==> src/rtl/mem_port_arbiter.sv <==
// Arbitrates the core's single memory port between instruction fetch and load/store.
// One transaction in flight, data side preferred, fetch starvation bounded, response timeout.
module mem_port_arbiter #(
    parameter int MAX_D_STREAK = 4,
    parameter int TIMEOUT      = 16
) (
    input  logic        clk,
    input  logic        rst,
    input  logic        if_req,
    input  logic [31:0] if_addr,
    output logic        if_gnt,
    output logic        if_rvalid,
    output logic [31:0] if_rdata,
    output logic        if_err,
    input  logic        d_req,
    input  logic        d_we,
    input  logic [31:0] d_addr,
    input  logic [31:0] d_wdata,
    input  logic [3:0]  d_be,
    output logic        d_gnt,
    output logic        d_rvalid,
    output logic [31:0] d_rdata,
    output logic        d_err,
    output logic        mem_req,
    output logic        mem_we,
    output logic [31:0] mem_addr,
    output logic [31:0] mem_wdata,
    output logic [3:0]  mem_be,
    input  logic        mem_rvalid,
    input  logic [31:0] mem_rdata
);

    localparam int SW = (MAX_D_STREAK > 0) ? $clog2(MAX_D_STREAK + 1) : 1;
    localparam int TW = $clog2(TIMEOUT + 1);
    localparam logic [SW-1:0] STREAK_MAX  = SW'(MAX_D_STREAK);
    localparam logic [TW-1:0] TIMEOUT_CNT = TW'(TIMEOUT);

    typedef enum logic [1:0] {
        IDLE   = 2'd0,
        BUSY_I = 2'd1,
        BUSY_D = 2'd2
    } state_t;

    state_t          r_state;
    state_t          w_next_state;
    logic [SW-1:0]   r_streak;
    logic [TW-1:0]   r_tcnt;
    logic            r_store;

    logic            w_idle;
    logic            w_grant_d;
    logic            w_grant_i;
    logic            w_expired;
    logic            w_done;

    // Fetch is forced only when it is waiting and data has used up its streak allowance.
    assign w_idle    = (r_state == IDLE) && !rst;
    assign w_grant_d = w_idle && d_req && !(if_req && (r_streak == STREAK_MAX));
    assign w_grant_i = w_idle && !w_grant_d && if_req;
    assign w_expired = (r_tcnt == TIMEOUT_CNT);
    assign w_done    = (r_state != IDLE) && (mem_rvalid || w_expired);

    always_ff @(posedge clk) begin
        if (rst) begin
            r_state <= IDLE;
        end else begin
            r_state <= w_next_state;
        end
    end

    always_comb begin
        w_next_state = r_state;
        case (r_state)
            IDLE: begin
                if (w_grant_d) begin
                    w_next_state = BUSY_D;
                end else if (w_grant_i) begin
                    w_next_state = BUSY_I;
                end
            end
            BUSY_I, BUSY_D: begin
                if (w_done) begin
                    w_next_state = IDLE;
                end
            end
            default: w_next_state = IDLE;
        endcase
    end

    always_comb begin
        if_gnt    = 1'b0;
        if_rvalid = 1'b0;
        if_rdata  = '0;
        if_err    = 1'b0;
        d_gnt     = 1'b0;
        d_rvalid  = 1'b0;
        d_rdata   = '0;
        d_err     = 1'b0;
        mem_req   = 1'b0;
        mem_we    = 1'b0;
        mem_addr  = '0;
        mem_wdata = '0;
        mem_be    = '0;
        if (!rst) begin
            case (r_state)
                IDLE: begin
                    if (w_grant_d) begin
                        d_gnt     = 1'b1;
                        mem_req   = 1'b1;
                        mem_we    = d_we;
                        mem_addr  = d_addr;
                        mem_wdata = d_wdata;
                        mem_be    = d_be;
                    end else if (w_grant_i) begin
                        if_gnt    = 1'b1;
                        mem_req   = 1'b1;
                        mem_addr  = if_addr;
                        mem_be    = 4'hF;
                    end
                end
                BUSY_I: begin
                    if (mem_rvalid) begin
                        if_rvalid = 1'b1;
                        if_rdata  = mem_rdata;
                    end else if (w_expired) begin
                        if_rvalid = 1'b1;
                        if_err    = 1'b1;
                    end
                end
                BUSY_D: begin
                    // A real response beats a simultaneous timeout; stores never return data.
                    if (mem_rvalid) begin
                        d_rvalid = 1'b1;
                        d_rdata  = r_store ? '0 : mem_rdata;
                    end else if (w_expired) begin
                        d_rvalid = 1'b1;
                        d_err    = 1'b1;
                    end
                end
                default: ;
            endcase
        end
    end

    always_ff @(posedge clk) begin
        if (rst) begin
            r_streak <= '0;
        end else if (w_grant_d) begin
            if (if_req && (r_streak != STREAK_MAX)) begin
                r_streak <= r_streak + SW'(1);
            end else if (!if_req) begin
                r_streak <= '0;
            end
        end else if (w_grant_i) begin
            r_streak <= '0;
        end
    end

    // Timeout counter reads 1 in the first busy cycle, so expiry lands TIMEOUT cycles after grant.
    always_ff @(posedge clk) begin
        if (rst) begin
            r_tcnt <= '0;
        end else if (w_grant_d || w_grant_i) begin
            r_tcnt <= TW'(1);
        end else if (w_done) begin
            r_tcnt <= '0;
        end else if (r_state != IDLE) begin
            r_tcnt <= r_tcnt + TW'(1);
        end
    end

    always_ff @(posedge clk) begin
        if (rst) begin
            r_store <= 1'b0;
        end else if (w_grant_d) begin
            r_store <= d_we;
        end
    end

endmodule

==> config.mk <==
export PLATFORM = sky130hd
export DESIGN_NAME = mem_port_arbiter
export DESIGN_NICKNAME = d
export VERILOG_FILES = /design/src/rtl/mem_port_arbiter.sv
export SDC_FILE = /design/constraint.sdc
export NUM_CORES = 1
export LEC_CHECK = 0
export CAP_MARGIN = 15
export CORE_AREA = 5 5 104 106
export DETAILED_ROUTE_END_ITERATION = 8
export DIE_AREA = 0 0 109 111
export PLACE_DENSITY = 0.66
export SYNTH_ARGS = -nofsm -noshare
export SYNTH_HDL_FRONTEND = slang
export SYNTH_SLANG_ARGS = --single-unit
==> constraint.sdc <==
create_clock -name clk -period 4.2 [get_ports clk]
set_clock_uncertainty 0.15 [all_clocks]
set_input_delay 0.63 -clock clk [delete_from_list [all_inputs] [get_ports clk]]
set_output_delay 0.63 -clock clk [all_outputs]
set_load 0.005 [all_outputs]
==> flow_summary.json, run 1 <==
{
  "leakagePower_nw": 1.782,
  "detail-route-antenna-nets": 0,
  "path_cells": "clkdlybuf4s50_1, nand2b_1, or2_2, nor2_1, clkdlybuf4s50_1",
  "drc": 0,
  "clockRootBuffer": "clkbuf_8",
  "dpl.cell_count": 668,
  "drt-met1-wl_um": 3982,
  "finalCritPeriodShare_pct": 85.04,
  "cp_common_cell": "clkdlybuf4s50_1",
  "async_flop_share_pct": 0,
  "ctsResizeCount": 0,
  "final_layout_size_suffix_gt1_share_pct": 2.412,
  "highest_layer": "met4",
  "synth_cell_types": 37,
  "synth.area.mux_share_pct": 0,
  "dieArea_um2": 12100,
  "cts_hold_buf": 0,
  "routed_wl_um": 11200,
  "worstMarginPinSlew_ns": 0.5696,
  "vias_per_cell": 4.452,
  "final_hold_viol_count": 0,
  "drv_cap": 0,
  "post_cts_buffers": 0,
  "seqPwrFrac_pct": 13.1,
  "ir_drop_mv": 0.1540,
  "num_antenna_cells": 0,
  "p_clk_share_pct": 11.0,
  "r2r-end": "r_state[0]$_SDFFE_PP0P_",
  "drt_iter0_markers": 154,
  "fmax_mhz": 280.0,
  "wl_met3_um": 893,
  "critPathLaunchType": "input port",
  "post_drt_wl_per_cell_um": 16.67,
  "min_path_type": "register to register",
  "ys_ff_latch": 11,
  "r2r_slack_ns": 2.07,
  "synthAdderAreaFrac_pct": 4.996,
  "critPathCaptureType": "primary output",
  "slowest_stage": "clkdlybuf4s50_1",
  "regToRegStartpoint": "r_state[0]$_SDFFE_PP0P_",
  "setup_violations": 0,
  "maxSlewHeadroom_pct": 62.03,
  "core_area_um2": 9684,
  "die_y_um": 111,
  "hpwl_um": 9322,
  "netlist_area_um2": 1753,
  "finalSetupTns_ns": 0,
  "intPower_w": 0.0006337,
  "start_util_pct": 18.10,
  "synth-compound-area-share_pct": 25.48,
  "placed_cell_area_um2": 4584,
  "htree_levels": 1,
  "gp_congestion": 0.8071,
  "final_nets": 685,
  "crit_arrival_ns": 2.79,
  "clock_path_buffers": 2,
  "grt_pass1_wl_um": 16570,
  "period_needed_ns": 3.572,
  "p_switching_w": 0.0003596,
  "cts_buffers": 3,
  "holdPathStages": 2,
  "p_per_area_nw_per_um2": 214.6,
  "wl_met2_um": 6106,
  "grt_pass1_vias": 3018,
  "synth-warning-count": 0,
  "cp_max_fo": 32,
  "die_x_um": 109,
  "ios": 278,
  "synth.avg_cell_area_um2": 6.238,
  "min_to": "r_store$_SDFFE_PP0P_",
  "rows": 36,
  "stdcell_area_um2": 4629,
  "synth_top_family_by_area": "simple AND/OR/NAND/NOR gates",
  "synth_xor_area_share_pct": 0,
  "ys.flop_type": "dfxtp_1",
  "cts.sinks": 11,
  "worst-setup-path-type": "input port to primary output",
  "status": "completed",
  "vias": 2992,
  "antenna_found_initial": 0,
  "insertion_delay_ns": 0.24,
  "cts_tree": "yes",
  "netlist_instances": 281,
  "grt_max_degree": 42,
  "r2r_cells": 6,
  "io_buffers": 277,
  "drt_first_pass_iters": 6,
  "rsz0062_at_grt": "false",
  "synth_fp_nets": 426,
  "cpPeakStageDelay_ns": 0.60,
  "power_frac_comb_pct": 75.8,
  "synthSimpleGateAreaFrac_pct": 46.61,
  "track_usage_pct": 16.98,
  "cts.clk_slew.worst_paths_ns": 0.05,
  "ys_seq_area_share_pct": 12.56,
  "hold_path.startpoint": "r_store$_SDFFE_PP0P_",
  "required_ns": 3.42,
  "final_cells": 672,
  "power_switching_share_pct": 36.20,
  "synth-edff-count": 0,
  "grt_overflow_total": 0,
  "area_delta_synth_final_pct": 164.1,
  "slew_viol_final": 0
}
-- cell type report --
cell class	instances	area [um^2]
fillers	1011	5055
flip-flops and latches	11	220.2
multi-input cells	233	1351
repair buffers	282	2810
clock buffers	4	45.04
well taps	133	166.4
inverters	9	36.28
-- metrics by stage --
step | total power [W] | setup WS (ns) | util [%] | hold WS [ns]
final | 0.0009933 | 0.6283 | 47.80 | 0.3384
after global routing | 0.001065 | 0.5344 | 47.80 | 0.3892
after CTS | 0.001007 | 0.6759 | 47.80 | 0.3513
after detailed placement | 0.0008910 | 0.6753 | 47.34 | 0.3440
after global placement | 0.0008795 | 0.6748 | 47.34 | 0.3271
after floorplan | 0.0004530 | 1.967 | - | 0.2990
-- synthesized netlist by cell type, types with 4 or more instances --
cell	instances	area share, %
a22o_1	32	16
o21a_1	4	1.7
and3_1	33	12
nand2_1	35	7.5
ha_1	7	5.0
dfxtp_1	11	13
a21oi_1	5	1.4
nand4b_1	4	2.0
a31oi_1	4	1.4
o21ai_0	7	2.0
inv_1	8	1.7
nor2_1	71	15
buf_2	8	2.3
buf_6	4	2.6
nand3_1	6	1.7
clkbuf_1	15	3.2
-- state kept, by name, summed over array words and instances, names as in the netlist --
signal,flops
r_streak,3
r_tcnt,5
r_state,2
r_store,1
-- cell usage in the layout (no fill, tap or decap), types with 5 or more instances in the layout --
master           instances
clkdlybuf4s50_1        277
nor2_1                  71
nand2_1                 35
and3_1                  33
a22o_1                  32
dfxtp_1                 11
inv_1                    8
o21ai_0                  7
ha_1                     7
nand3_1                  6
a21oi_1                  5
buf_4                    5
-- cell families after synthesis --
group | Yosys count
buffers and inverters | 37
adders and majority gates | 7
AOI/OAI and AO/OA | 58
and+or+nand+nor | 168
DFF | 11
-- power by group through the flow --
stage | sequential, W | combinational, W | clock [W]
after floorplan | 0.000129 | 0.000324 | 0
after global placement | 0.000131 | 0.000748 | 0
after detailed placement | 0.000133 | 0.000758 | 0
after CTS | 0.000131 | 0.000762 | 0.000114
after global routing | 0.000132 | 0.000815 | 0.000118
final | 0.000131 | 0.000753 | 0.000110
-- layer usage --
layer	vias to the layer above	global-route usage [%]
li1	1500	-
met3	19	3.320
met5	-	0
met4	0	4.545
met1	1350	17.54
met2	123	33.54
-- worst max path at each step --
stage / start / to / slack [ns] / depth (start not counted)
after floorplan: rst / d_rdata[15] / 1.97 / 5
after global placement: rst / mem_addr[9] / 0.67 / 6
after detailed placement: rst / d_rdata[26] / 0.68 / 5
after CTS: rst / d_rdata[26] / 0.68 / 5
after global routing: rst / d_rdata[12] / 0.53 / 5
final: rst / d_rdata[5] / 0.63 / 5
-- worst max-delay path: cells and delay by family --
kind,cells,cell delay (ns)
and+or+nand+nor,3,1.00
buffers and inverters,2,1.14
Power figures use the tool's default switching activity.
==> run 2: changes to the inputs <==
--- a/config.mk
+++ b/config.mk
@@ -7,6 +7,7 @@
 export LEC_CHECK = 0
 export CAP_MARGIN = 15
 export CORE_AREA = 5 5 104 106
+export CTS_CLUSTER_DIAMETER = 30
 export DETAILED_ROUTE_END_ITERATION = 8
 export DIE_AREA = 0 0 109 111
 export PLACE_DENSITY = 0.66
==> results of run 2 <==
No change in the layout: final DEF, timing and power equal those of run 1.
